==> config.mk <==
export PLATFORM = sky130hd
export DESIGN_NAME = mac_seq_acc
export DESIGN_NICKNAME = d
export VERILOG_FILES = /design/src/rtl/mac_pkg.sv /design/src/rtl/mac_row_sum.sv /design/src/rtl/mac_seq_acc.sv
export SDC_FILE = /design/constraint.sdc
export NUM_CORES = 1
export LEC_CHECK = 0
export ABC_AREA = 1
export CAP_MARGIN = 40
export CORE_AREA = 10 10 159 161
export DETAILED_ROUTE_END_ITERATION = 16
export DIE_AREA = 0 0 169 171
export PLACE_DENSITY = 0.91
export SYNTH_ARGS = -nofsm -noshare
export SYNTH_HDL_FRONTEND = slang
export SYNTH_SLANG_ARGS = --single-unit
==> constraint.sdc <==
create_clock -name clk -period 32.2 [get_ports clk]
set_input_delay 9.66 -clock clk [delete_from_list [all_inputs] [get_ports clk]]
set_output_delay 9.66 -clock clk [all_outputs]
set_load 0.01 [all_outputs]
==> src/rtl/mac_pkg.sv <==
// Shared types and helpers for the sequential binary-ifmap MAC.
// Default kernel/weight/accumulator sizes and the saturating clip used when MAC_SEQ_ACC_SAT_EN is defined.
package mac_pkg;

    localparam int K_DEF            = 5;
    localparam int FILTER_WIDTH_DEF = 8;
    localparam int OUTPUT_WIDTH_DEF = 12;

    typedef enum logic [1:0] {
        IDLE = 2'd0,
        ROW  = 2'd1,
        OUT  = 2'd2
    } mac_state_t;

    // Sign-extends the low w bits of v to 64 bits (w in 1..64).
    function automatic logic signed [63:0] sext64(input logic [63:0] v, input int unsigned w);
        logic signed [63:0] t;
        t = signed'(v << (64 - w));
        return t >>> (64 - w);
    endfunction

    // Clamps v to the signed range of an ow-bit two's-complement number (ow in 2..63).
    function automatic logic signed [63:0] sat_clip(input logic signed [63:0] v, input int unsigned ow);
        logic signed [63:0] hi;
        logic signed [63:0] lo;
        hi = (64'sd1 <<< (ow - 1)) - 64'sd1;
        lo = -hi - 64'sd1;
        if (v > hi) begin
            return hi;
        end else if (v < lo) begin
            return lo;
        end else begin
            return v;
        end
    endfunction

endpackage

==> src/rtl/mac_row_sum.sv <==
// Combinational gated sum of one kernel row: weight c contributes only when spike bit c is set.
// The sum is formed at OUTPUT_WIDTH and wraps modulo 2^OUTPUT_WIDTH.
module mac_row_sum
    import mac_pkg::*;
#(
    parameter int K            = K_DEF,
    parameter int FILTER_WIDTH = FILTER_WIDTH_DEF,
    parameter int OUTPUT_WIDTH = OUTPUT_WIDTH_DEF
) (
    input  logic        [K*FILTER_WIDTH-1:0] i_weights,
    input  logic        [K-1:0]              i_spikes,
    output logic signed [OUTPUT_WIDTH-1:0]   o_sum
);

    logic signed [FILTER_WIDTH-1:0] w_weight;
    logic signed [OUTPUT_WIDTH-1:0] w_sum;

    always_comb begin
        w_weight = '0;
        w_sum    = '0;
        for (int c = 0; c < K; c++) begin
            w_weight = i_weights[c*FILTER_WIDTH +: FILTER_WIDTH];
            if (i_spikes[c]) begin
                w_sum = w_sum + OUTPUT_WIDTH'(w_weight);
            end
        end
    end

    assign o_sum = w_sum;

endmodule

==> src/rtl/mac_seq_acc.sv <==
// Sequential KxK binary-ifmap MAC: one kernel row per cycle, psum accumulated over C_IN channels.
// Optional MAC_SEQ_ACC_SAT_EN: saturating row accumulation plus a sticky sat_flag output.
module mac_seq_acc
    import mac_pkg::*;
#(
    parameter int K            = K_DEF,
    parameter int FILTER_WIDTH = FILTER_WIDTH_DEF,
    parameter int OUTPUT_WIDTH = OUTPUT_WIDTH_DEF,
    parameter int C_IN         = 1
) (
    input  logic                           clk,
    input  logic                           rst_n,
    input  logic                           filt_valid,
    output logic                           filt_ready,
    input  logic [K*K*FILTER_WIDTH-1:0]    filt_data,
    input  logic                           ifmap_valid,
    output logic                           ifmap_ready,
    input  logic [K*K-1:0]                 ifmap_data,
    output logic                           out_valid,
    input  logic                           out_ready,
    output logic signed [OUTPUT_WIDTH-1:0] out_data
`ifdef MAC_SEQ_ACC_SAT_EN
    ,
    output logic                           sat_flag
`endif
);

    localparam int RW = (K > 1) ? $clog2(K) : 1;
    localparam int CW = (C_IN > 1) ? $clog2(C_IN) : 1;

    mac_state_t r_state;
    mac_state_t w_next;

    logic [RW-1:0]                          r_row;
    logic [CW-1:0]                          r_ch;
    logic signed [OUTPUT_WIDTH-1:0]         r_acc;
    logic [K-1:0][K*FILTER_WIDTH-1:0]       r_filt;
    logic [K-1:0][K-1:0]                    r_ifmap;
    logic                                   r_sat;

    logic                                   w_take;
    logic                                   w_last_row;
    logic                                   w_last_ch;
    logic                                   w_clip;
    logic signed [OUTPUT_WIDTH-1:0]         w_row_sum;
    logic signed [OUTPUT_WIDTH-1:0]         w_acc_sum;

    // Join semantics: both operands must be valid together, never while reset is held.
    assign w_take     = rst_n && (r_state == IDLE) && filt_valid && ifmap_valid;
    assign w_last_row = (r_row == RW'(K - 1));
    assign w_last_ch  = (r_ch == CW'(C_IN - 1));

    mac_row_sum #(
        .K            (K),
        .FILTER_WIDTH (FILTER_WIDTH),
        .OUTPUT_WIDTH (OUTPUT_WIDTH)
    ) u_row_sum (
        .i_weights (r_filt[r_row]),
        .i_spikes  (r_ifmap[r_row]),
        .o_sum     (w_row_sum)
    );

`ifdef MAC_SEQ_ACC_SAT_EN
    logic signed [63:0] w_wide_sum;
    logic signed [63:0] w_wide_clip;

    always_comb begin
        w_wide_sum  = sext64(64'(r_acc), OUTPUT_WIDTH) + sext64(64'(w_row_sum), OUTPUT_WIDTH);
        w_wide_clip = sat_clip(w_wide_sum, OUTPUT_WIDTH);
        w_clip      = (w_wide_clip != w_wide_sum);
        w_acc_sum   = OUTPUT_WIDTH'(w_wide_clip);
    end

    assign sat_flag = r_sat;
`else
    assign w_clip    = 1'b0;
    assign w_acc_sum = r_acc + w_row_sum;
`endif

    always_ff @(posedge clk) begin
        if (!rst_n) begin
            r_state <= IDLE;
        end else begin
            r_state <= w_next;
        end
    end

    always_comb begin
        w_next      = r_state;
        filt_ready  = w_take;
        ifmap_ready = w_take;
        out_valid   = 1'b0;
        case (r_state)
            IDLE: begin
                if (w_take) begin
                    w_next = ROW;
                end
            end
            ROW: begin
                if (w_last_row) begin
                    w_next = w_last_ch ? OUT : IDLE;
                end
            end
            OUT: begin
                out_valid = 1'b1;
                if (out_ready) begin
                    w_next = IDLE;
                end
            end
            default: w_next = IDLE;
        endcase
    end

    // Control and accumulator: cleared by reset so an aborted window leaves no residue.
    always_ff @(posedge clk) begin
        if (!rst_n) begin
            r_acc <= '0;
            r_row <= '0;
            r_ch  <= '0;
            r_sat <= 1'b0;
        end else begin
            case (r_state)
                IDLE: begin
                    if (w_take) begin
                        r_row <= '0;
                    end
                end
                ROW: begin
                    r_acc <= w_acc_sum;
                    if (w_clip) begin
                        r_sat <= 1'b1;
                    end
                    if (w_last_row) begin
                        r_row <= '0;
                        if (!w_last_ch) begin
                            r_ch <= r_ch + 1'b1;
                        end
                    end else begin
                        r_row <= r_row + 1'b1;
                    end
                end
                OUT: begin
                    if (out_ready) begin
                        r_acc <= '0;
                        r_ch  <= '0;
                        r_sat <= 1'b0;
                    end
                end
                default: ;
            endcase
        end
    end

    // Operand capture: only loaded on the accept cycle, so inputs are ignored in ROW/OUT.
    always_ff @(posedge clk) begin
        if (w_take) begin
            r_filt  <= filt_data;
            r_ifmap <= ifmap_data;
        end
    end

    assign out_data = r_acc;

endmodule

==> summary.md <==
| Metric | Value |
|---|---|
| Status | `completed` |
| Worst Setup SP | `rst_n` |
| Io pins | `245` |
| Fin Clk Skew | `0.00996 ns` |
| Num Clock Sinks | `242` |
| CP Depth | `6` |
| Post-synthesis sequential area ratio | `0.586` |
| CTS root buffer | `clkbuf_16` |
| Post-CTS Hold Fix Bufs | `0` |
| Synth cell types | `45` |
| Skew-Pair Late Insertion Delay | `0.52 ns` |
| Unrepaired setup endpoints after global routing | `no` |
| Worst setup SP type | `primary input` |
| Avg WL per Cell | `19.9 um` |
| Antenna violations before repair | `3` |
| Max-Slew Margin vs Limit | `0.479` |
| DP HPWL | `24100 um` |
| F_max | `46.6 MHz` |
| Post_cts resized | `0` |
| Nets | `1683` |
| Reg2reg start | `r_row[0]$_SDFFE_PN0P_` |
| Synth Instances | `1161` |
| Final GP Congestion | `0.889` |
| DR DRC count | `0` |
| Layout cells sized above 1 | `0.0695` |
| Total Routing Usage GR | `0.221` |
| Post-DP Area | `14800 um^2` |
| CP delay by family, top | `buffers and inverters` |
| Post-CTS Setup Bufs | `0` |
| Commonest non-fill, non-tap cells in the layout | `nand2_1 (272), clkdlybuf4s50_1 (244), edfxtp_1 (225)` |
| Final Core Density | `0.701` |
| WP buf/inv | `4` |
| Die Height | `171 um` |
| R2r setup slk | `23.28 ns` |
| CP endpoint kind | `primary output` |
| Power Density | `55.2 nW/um^2` |
| Syn Nets | `1451` |
| Critical Path Sink | `filt_ready` |
| CTS buffer count | `24` |
| Crit Path Class | `in2out` |
| Crit-path slowest cell | `clkdlybuf4s50_1` |
| #FFs+latches synth | `242` |
| Max incr delay on CP | `0.63 ns` |
| Endpoints failing hold | `0` |
| Critical-path cell list | `clkdlybuf4s50_1, inv_1, nor3_1, nand3_1, inv_8, clkdlybuf4s50_1` |
| Largest net degree at the start of global routing | `73` |
| Fin area | `15600 um^2` |
| Post-route clock period utilization | `0.667` |
| Tot Pwr | `0.861 mW` |
| Maxcap violations | `0` |
| Req. time, crit path | `22.54 ns` |
| Mapped cell area | `12100 um^2` |
| Tightest Pin Transition | `0.781 ns` |
| Starting Density | `0.545` |
| IO buf count | `244` |
| Detailed Route WL | `33800 um` |
| CTS tree | `built` |
| Rows | `55` |
| Setup TNS | `0 ns` |
| Syn avg cell area | `10.4 um^2` |
| First-pass GRT wire length | `51100 um` |
| Worst-path clk slew | `0.06 ns` |
| RR Endpoint | `out_data[10]$_SDFFE_PN0P_` |
| ANT nets after route | `0` |
| Vias per std cell | `5.73` |
| R2R depth | `43` |
| H-tree levels | `1` |
| Most common cell after layout, fill and taps aside | `nand2_1` |
| Leak pwr | `6.09 nW` |
| Most common cell type on the critical path | `clkdlybuf4s50_1` |
| Endpoints failing setup | `0` |
| Max VDD drop | `0.0454 mV` |
| Routed vias | `9740` |
| Die W | `169 um` |
| Vias in the first global route | `9885` |
| CP max FO | `54` |
| Number of DRC violations after detailed-routing iteration 0 | `862` |
| Worst EP arrival | `11.82 ns` |
| Hold WC Path Type | `reg2reg` |
| Area Growth Syn to Fin | `28.6%` |
| Die footprint | `28900 um^2` |
| Core Region | `22200 um^2` |
| Ys Warns | `0` |
| Max Root-Sink Buffers | `3` |
| Min Tclk post-route | `21.48 ns` |
| First-pass DRT Iterations | `8` |
| Global route total overflow | `0` |
| Fin. max-slew vios | `0` |
[logic make-up (layout without fill, tap and decap cells)]
family | Yosys count | in the layout | synth area share
compound gates | 292 | 292 | 0.149
xor+xnor | 27 | 27 | 0.0195
fa+ha+maj | 60 | 60 | 0.0650
buf+inv | 136 | 386 | 0.0461
flops | 242 | 242 | 0.586
mux | 1 | 1 | 0.000826
other cells | 0 | 3 | 0
simple gates | 403 | 403 | 0.134
[where the power goes]
part / internal (mW) / total (mW) / switching (mW)
Clock: 0.157 / 0.272 / 0.115
Sequential: 0.355 / 0.361 / 0.00538
Combinational: 0.0986 / 0.228 / 0.129
[cells in the mapped netlist]
library cell  number  area share
a221oi_1          24       0.017
o21bai_1           2      0.0012
ha_1              55       0.057
or2_0              1     0.00052
a211oi_1           2      0.0012
nor2_1            57       0.018
a32o_1             3      0.0025
a22o_1             1     0.00072
nor3_1             9      0.0037
buf_6              2      0.0019
a21oi_2            1     0.00072
buf_2              6      0.0025
edfxtp_1         225        0.56
nor2_2             1     0.00052
o21a_1             1     0.00062
a31oi_1            5      0.0026
a21o_1             2      0.0012
o22ai_1            3      0.0015
nand2_2            2      0.0010
fa_1               5      0.0083
o21ai_2            5      0.0036
o21ai_0           49       0.020
nand2_1          272       0.084
xor2_1            17       0.012
a21oi_1          134       0.055
inv_1             78       0.024
nor4_1             1     0.00052
nand3_1           51       0.021
buf_1              3     0.00093
a311oi_2           4      0.0050
nand3b_1           2      0.0012
nand4_1            2      0.0010
mux2i_1            1     0.00083
buf_4              7      0.0043
o31ai_1            8      0.0050
dfxtp_1           17       0.028
inv_2              9      0.0028
or2_2              5      0.0026
a221o_1            3      0.0025
a31o_2            24       0.017
a21boi_2           1     0.00093
xnor2_1           10      0.0072
o2111ai_1          3      0.0022
o21ai_1           17      0.0070
clkbuf_1          31      0.0096
[how the worst min path moves through the flow]
| stage | from | endpoint | slack [ns] | cells after the start |
|---|---|---|---|---|
| after detailed placement | out_data[7]$_SDFFE_PN0P_ | out_data[7]$_SDFFE_PN0P_ | 0.48 | 2 |
| final | out_data[7]$_SDFFE_PN0P_ | out_data[7]$_SDFFE_PN0P_ | 0.49 | 2 |
| after floorplan | out_data[0]$_SDFFE_PN0P_ | out_data[0]$_SDFFE_PN0P_ | 0.50 | 2 |
| after global placement | out_data[0]$_SDFFE_PN0P_ | out_data[0]$_SDFFE_PN0P_ | 0.47 | 2 |
| after global routing | out_data[7]$_SDFFE_PN0P_ | out_data[7]$_SDFFE_PN0P_ | 0.50 | 2 |
| after CTS | out_data[7]$_SDFFE_PN0P_ | out_data[7]$_SDFFE_PN0P_ | 0.49 | 2 |
[state kept, by name (all words and copies together) (netlist names)]
signal / flops
r_state: 2
r_row: 3
r_ifmap: 25
r_filt: 200
out_data: 12
[through the flow]
stage | worst slack (ns) | hold slack (ns) | std cells
6_report | 10.72 | 0.490 | 1699
3_3_place_gp | 10.80 | 0.471 | 1649
4_1_cts | 10.71 | 0.488 | 1696
2_1_floorplan | 7.55 | 0.502 | 1161
5_1_grt | 10.56 | 0.502 | 1699
3_5_place_dp | 10.73 | 0.479 | 1652
[tightest hold or removal path, stage by stage (launching register included)]
cell and delay, ns:
dfxtp_1 0.32, nand2_1 0.06, a21oi_1 0.06
[final cells by class]
type | instances | area [um^2]
flip-flops and latches | 242 | 7100
fillers | 1475 | 6640
multi-input cells | 783 | 4470
repair buffers | 255 | 2560
clock buffers | 30 | 644
well taps | 285 | 357
inverters | 87 | 334
clock inverters | 14 | 111
diodes | 3 | 7.51
[metal layers]
layer / part of all wire / vias to the layer above / track usage
li1: - / 4632 / -
met1: 0.36 / 4533 / 0.240
met2: 0.52 / 484 / 0.404
met3: 0.077 / 91 / 0.0482
met4: 0.040 / 0 / 0.0998
met5: 0 / - / 0
Power figures use the tool's default switching activity.
